`src/rtl/led_fade_ctrl.sv`:
```
// ---------------------------------------------------------------------------
// led_fade_ctrl
//   Per-channel brightness sequencer for a bank of external pwm instances.
//   An activity trigger ramps a channel up to full brightness. The channel
//   holds there for HOLD_TICKS fade ticks after the last trigger and then
//   fades back to dark. A single prescaler sets the fade tick rate, and all
//   channels share it.
//
// Parameters
//   CHANNELS   - number of independent LED channels
//   BITS       - brightness width (must match the pwm BITS)
//   STEP_DIV   - clk cycles per fade tick (>= 2)
//   STEP       - brightness change per tick (1 .. 2^BITS-1)
//   HOLD_TICKS - ticks spent at full brightness after the last trigger (>= 1)
//
// Ports
//   clk        - system clock
//   reset      - asynchronous, active-high reset
//   enable     - global enable; low forces every channel idle and dark
//   trig       - per-channel activity level, sampled every clk
//   bright     - packed brightness, channel i at [i*BITS +: BITS]
//   active     - per-channel "not idle" flag, registered with the state
//   any_active - OR of active, registered
// ---------------------------------------------------------------------------
module led_fade_ctrl #(
    parameter int CHANNELS   = 4,
    parameter int BITS       = 8,
    parameter int STEP_DIV   = 1024,
    parameter int STEP       = 1,
    parameter int HOLD_TICKS = 64
) (
    input  logic                     clk,
    input  logic                     reset,
    input  logic                     enable,
    input  logic [CHANNELS-1:0]      trig,
    output logic [CHANNELS*BITS-1:0] bright,
    output logic [CHANNELS-1:0]      active,
    output logic                     any_active
);

    localparam int PW = (STEP_DIV > 1) ? $clog2(STEP_DIV) : 1;
    localparam int HW = $clog2(HOLD_TICKS + 1);

    localparam logic [PW-1:0]   PRE_RELOAD = PW'(STEP_DIV - 1);
    localparam logic [HW-1:0]   HOLD_INIT  = HW'(HOLD_TICKS);
    localparam logic [HW-1:0]   HOLD_LAST  = HW'(1);
    localparam logic [BITS-1:0] MAX        = '1;
    localparam logic [BITS-1:0] STEP_B     = BITS'(STEP);

    typedef enum logic [1:0] {
        IDLE,
        RAMP_UP,
        HOLD,
        RAMP_DOWN
    } state_t;

    // -----------------------------------------------------------------------
    // Shared prescaler and fade tick
    // -----------------------------------------------------------------------
    logic [PW-1:0] presc_q, presc_d;
    logic          tick;

    assign tick = (presc_q == '0) && enable;

    always_comb begin
        presc_d = presc_q;
        if (!enable || presc_q == '0) begin
            presc_d = PRE_RELOAD;
        end else begin
            presc_d = presc_q - PW'(1);
        end
    end

    always_ff @(posedge clk or posedge reset) begin
        if (reset) begin
            presc_q <= PRE_RELOAD;
        end else begin
            presc_q <= presc_d;
        end
    end

    // -----------------------------------------------------------------------
    // Saturating brightness arithmetic
    // -----------------------------------------------------------------------
    function automatic logic [BITS-1:0] sat_add(input logic [BITS-1:0] v);
        logic [BITS:0] sum;
        sum = {1'b0, v} + {1'b0, STEP_B};
        return sum[BITS] ? MAX : sum[BITS-1:0];
    endfunction

    function automatic logic [BITS-1:0] sat_sub(input logic [BITS-1:0] v);
        return (v < STEP_B) ? '0 : (v - STEP_B);
    endfunction

    // -----------------------------------------------------------------------
    // Per-channel state
    // -----------------------------------------------------------------------
    state_t          state_q  [CHANNELS];
    state_t          state_d  [CHANNELS];
    logic [BITS-1:0] bright_q [CHANNELS];
    logic [BITS-1:0] bright_d [CHANNELS];
    logic [HW-1:0]   hold_q   [CHANNELS];
    logic [HW-1:0]   hold_d   [CHANNELS];
    logic [CHANNELS-1:0] active_q, active_d;
    logic                any_active_q;

    always_comb begin
        for (int unsigned i = 0; i < CHANNELS; i++) begin
            state_d[i]  = state_q[i];
            bright_d[i] = bright_q[i];
            hold_d[i]   = hold_q[i];

            if (!enable) begin
                state_d[i]  = IDLE;
                bright_d[i] = '0;
                hold_d[i]   = '0;
            end else begin
                unique case (state_q[i])
                    IDLE: begin
                        bright_d[i] = '0;
                        if (trig[i]) begin
                            state_d[i] = RAMP_UP;
                        end
                    end

                    RAMP_UP: begin
                        if (tick) begin
                            bright_d[i] = sat_add(bright_q[i]);
                            if (sat_add(bright_q[i]) == MAX) begin
                                state_d[i] = HOLD;
                                hold_d[i]  = HOLD_INIT;
                            end
                        end
                    end

                    HOLD: begin
                        bright_d[i] = MAX;
                        // A trigger reload wins over a tick, so a trigger
                        // that stays high can never let the counter expire.
                        if (trig[i]) begin
                            hold_d[i] = HOLD_INIT;
                        end else if (tick) begin
                            if (hold_q[i] == HOLD_LAST) begin
                                state_d[i] = RAMP_DOWN;
                                hold_d[i]  = '0;
                            end else begin
                                hold_d[i] = hold_q[i] - HW'(1);
                            end
                        end
                    end

                    RAMP_DOWN: begin
                        // A retrigger resumes the ramp from the current level.
                        // The tick is dropped in that cycle.
                        if (trig[i]) begin
                            state_d[i] = RAMP_UP;
                        end else if (tick) begin
                            bright_d[i] = sat_sub(bright_q[i]);
                            if (sat_sub(bright_q[i]) == '0) begin
                                state_d[i] = IDLE;
                            end
                        end
                    end

                    default: begin
                        state_d[i]  = IDLE;
                        bright_d[i] = '0;
                        hold_d[i]   = '0;
                    end
                endcase
            end

            active_d[i] = (state_d[i] != IDLE);
        end
    end

    always_ff @(posedge clk or posedge reset) begin
        if (reset) begin
            for (int unsigned i = 0; i < CHANNELS; i++) begin
                state_q[i]  <= IDLE;
                bright_q[i] <= '0;
                hold_q[i]   <= '0;
            end
            active_q     <= '0;
            any_active_q <= 1'b0;
        end else begin
            for (int unsigned i = 0; i < CHANNELS; i++) begin
                state_q[i]  <= state_d[i];
                bright_q[i] <= bright_d[i];
                hold_q[i]   <= hold_d[i];
            end
            active_q     <= active_d;
            any_active_q <= |active_d;
        end
    end

    // -----------------------------------------------------------------------
    // Outputs
    // -----------------------------------------------------------------------
    for (genvar g = 0; g < CHANNELS; g++) begin : g_pack
        assign bright[g*BITS +: BITS] = bright_q[g];
    end

    assign active     = active_q;
    assign any_active = any_active_q;

endmodule
```
`config.mk`:
```
export PLATFORM = sky130hd
export DESIGN_NAME = led_fade_ctrl
export DESIGN_NICKNAME = d
export VERILOG_FILES = /design/src/rtl/led_fade_ctrl.sv
export SDC_FILE = /design/constraint.sdc
export NUM_CORES = 1
export LEC_CHECK = 0
export CELL_PAD_IN_SITES_DETAIL_PLACEMENT = 1
export CELL_PAD_IN_SITES_GLOBAL_PLACEMENT = 2
export CORE_UTILIZATION = 30
export CTS_CLUSTER_DIAMETER = 40
export DETAILED_ROUTE_END_ITERATION = 8
export DONT_BUFFER_PORTS = 1
export PLACE_DENSITY_LB_ADDON = 0.12
export RECOVER_POWER = 50
export SYNTH_ARGS = -nofsm -noshare
export SYNTH_HDL_FRONTEND = slang
export SYNTH_SLANG_ARGS = --single-unit
```
`constraint.sdc`:
```
create_clock -name clk -period 3.7 [get_ports clk]
set_clock_uncertainty 0.15 [all_clocks]
set_input_delay 1.11 -clock clk [delete_from_list [all_inputs] [get_ports clk]]
set_output_delay 1.11 -clock clk [all_outputs]
set_load 0.02 [all_outputs]
```
==> qor.yml <==
yosys:
  synthesis.nets: 871
  yosysTopAreaCellShare: 0.284
  netlist_area_um2: 6420
  yosys.area.top_type: "dfrtp_1"
  synth_seq_area_share: 0.325
  async_flop_share: 1.00
  ys_seq_elements: 83
  syn-instance-count: 847
  synth-edff-count: 0
  avgSynthCellArea_um2: 7.58
  yosysWarnings: 0
  yosysUniqueCellTypes: 83
  synth_area_leaders: "dfrtp_1 (28%), nand2_1 (6.4%), o21ai_0 (5.6%)"
  synth_ff_type: "dfrtp_1"
timing:
  finalCritPeriodShare: 0.896
  hold_viol: 0
  rsz0062_at_grt: "no"
  final-setup-viol-count: 0
  slew_violations: 84
  fin_crit_ps: 3320
  tightestPinTransition_ps: 2180
  tns_ps: 0
  fmax_ghz: 0.302
  worst_hold_slack_ps: 334
  slew-limit-headroom: -0.452
cts:
  clock_path_buffers: 2
  cts.sinks: 83
  cts.clk_slew.worst_paths_ps: 60
  insertion_delay_ps: 350
  cts_tree: "built"
  cts-root-buf: "clkbuf_16"
  postCtsHoldBufs: 0
  postCtsResizedCells: 0
  post_cts_buffers: 0
  htree_levels: 3
  cts_buffers: 9
hold_path:
  min_from: "presc_q[0]$_DFF_PP1_"
  hold_depth: 1
  min_path_type: "reg2reg"
  whs_endpoint: "presc_q[0]$_DFF_PP1_"
job:
  drv_cap: 1
floorplan:
  die_w_um: 148
  start_util: 0.306
  die-area_um2: 22000
  die_h_um: 148
  ioPinCount: 44
  num_rows: 53
  fp.coreArea_um2: 21000
placement:
  hpwl_um: 14400
  port_buffers: 0
  dpl-instance-area_um2: 6670
  gp_congestion: 0.785
finish:
  drive_gt1_frac: 0.0702
  multi_input_area_um2: 3960
  seq_area_um2: 2090
  fin_nets: 845
  syn_to_final_growth_pct: 7.65
  num_antenna_cells: 0
  fill_cells: 2521
  layout_commonest_cell: "nand2_1"
  fin_area_um2: 6920
  most-common-layout-cells: "nand2_1 (110), nor2_1 (85), dfrtp_1 (73)"
detailed_routing:
  wl_per_cell_um: 18.3
  routed_wl_um: 20100
  ant_nets: 0
  first_iter_violations: 326
  drc: 0
  viasPerCell: 5.58
  vias: 6139
  drtPass1Iterations: 6
pwr:
  cellLeakagePower_nw: 2.78
  vdd_drop_max_mv: 0.192
  power_density_nw_per_um2: 302
  total_power_mw: 2.09
global_routing:
  grt_pass1_vias: 6288
  grt_pass1_wl_um: 33500
  grt_usage: 0.190
  grt_max_degree: 84
  globalRoute.totalOverflow: 0
  antenna_found_initial: 0
worst_setup_path:
  r2r_start: "presc_q[0]$_DFF_PP1_"
  r2r_cells: 8
  cp_max_fo: 14
  start_kind: "register"
  cp.arrival_ps: 3420
  cp.required_ps: 3810
  reg2reg_to: "bright[6]$_DFFE_PP0P_"
  regToRegSetupSlack_ps: 380
  crit_path_end_kind: "register"
  crit_type: "reg2reg"
status:
  status: "finished with violations"
  violations: "max-capacitance violations, max-slew violations"
[per-layer routing]
metal  vias to the layer above  track usage  wire, um
li1                       2990            -         -
met4                         0       0.0474       257
met2                        81        0.322      9600
met5                         -            0         0
met1                      3049        0.248      9620
met3                        19       0.0368       668
[synthesized netlist by cell type, drive strengths merged, types with 3 or more instances]
library cell,instances
a211o,5
a211oi,6
a21boi,3
a21o,8
a21oi,61
a2bb2oi,3
a31o,4
a31oi,12
and2,11
and3,8
buf,9
clkbuf,41
dfrtp,73
dfstp,10
ha,17
inv,43
mux2i,8
nand2,110
nand2b,12
nand3,35
nand4,13
nand4b,7
nor2,86
nor2b,8
nor3,40
nor4,9
o211ai,4
o21ai,76
o22ai,3
o31ai,21
or2,6
or3,15
or3b,3
or4,6
or4b,3
xnor2,12
xor2,14
[area by class of cell]
| class | instances | share of cell area |
|---|---|---|
| Multi-Input combinational cell | 671 | 0.573 |
| Sequential cell | 83 | 0.302 |
| Tap cell | 275 | 0.0498 |
| Clock buffer | 12 | 0.0371 |
| Inverter | 43 | 0.0235 |
| Timing Repair Buffer | 13 | 0.0110 |
| Clock inverter | 4 | 0.00362 |
[cell families after synthesis]
logic type | after synthesis | share of synthesized area
flops | 83 | 0.325
compound gates | 238 | 0.240
mux | 8 | 0.0125
xor+xnor | 26 | 0.0355
fa+ha+maj | 17 | 0.0331
buf+inv | 93 | 0.0575
simple gates | 382 | 0.296
[sequential cells by signal (all words and copies together) (netlist names)]
register / cells
hold_q: 28
state_q: 8
active: 4
bright: 32
presc_q: 10
any_active: 1
[stage by stage]
stage,setup WS [ps],instances,util
final,384,1101,0.329
after global routing,189,1101,0.329
after CTS,479,1101,0.331
after detailed placement,491,1085,0.317
after global placement,579,1085,0.317
after floorplan,320,847,-
[how the worst max path moves through the flow]
stage / depth (start not counted) / slack, ps / end / from
4_1_cts: 8 / 480 / bright[6]$_DFFE_PP0P_ / presc_q[0]$_DFF_PP1_
3_3_place_gp: 7 / 580 / bright[22]$_DFFE_PP0P_ / presc_q[0]$_DFF_PP1_
5_1_grt: 9 / 190 / any_active$_DFF_PP0_ / presc_q[0]$_DFF_PP1_
2_1_floorplan: 1 / 320 / active[0]$_DFF_PP0_ / reset
6_report: 8 / 380 / bright[6]$_DFFE_PP0P_ / presc_q[0]$_DFF_PP1_
3_5_place_dp: 8 / 490 / bright[6]$_DFFE_PP0P_ / presc_q[0]$_DFF_PP1_
[power breakdown]
part | internal, mW | leakage (nW) | total [mW] | switching [mW]
Combinational | 0.0788 | 1.54 | 0.234 | 0.155
Sequential | 0.933 | 1.10 | 0.980 | 0.0468
Clock | 0.490 | 0.135 | 0.877 | 0.387
[worst max-delay path, stage by stage, from the launching register on]
cell and delay (ps):
dfstp_1 380, inv_1 70, ha_1 190, or4b_1 630, or3_1 700, o21ai_0 350
nand2_1 250, a2111o_1 350, o21ai_1 150
No activity file was read; power rests on OpenSTA's default activity.
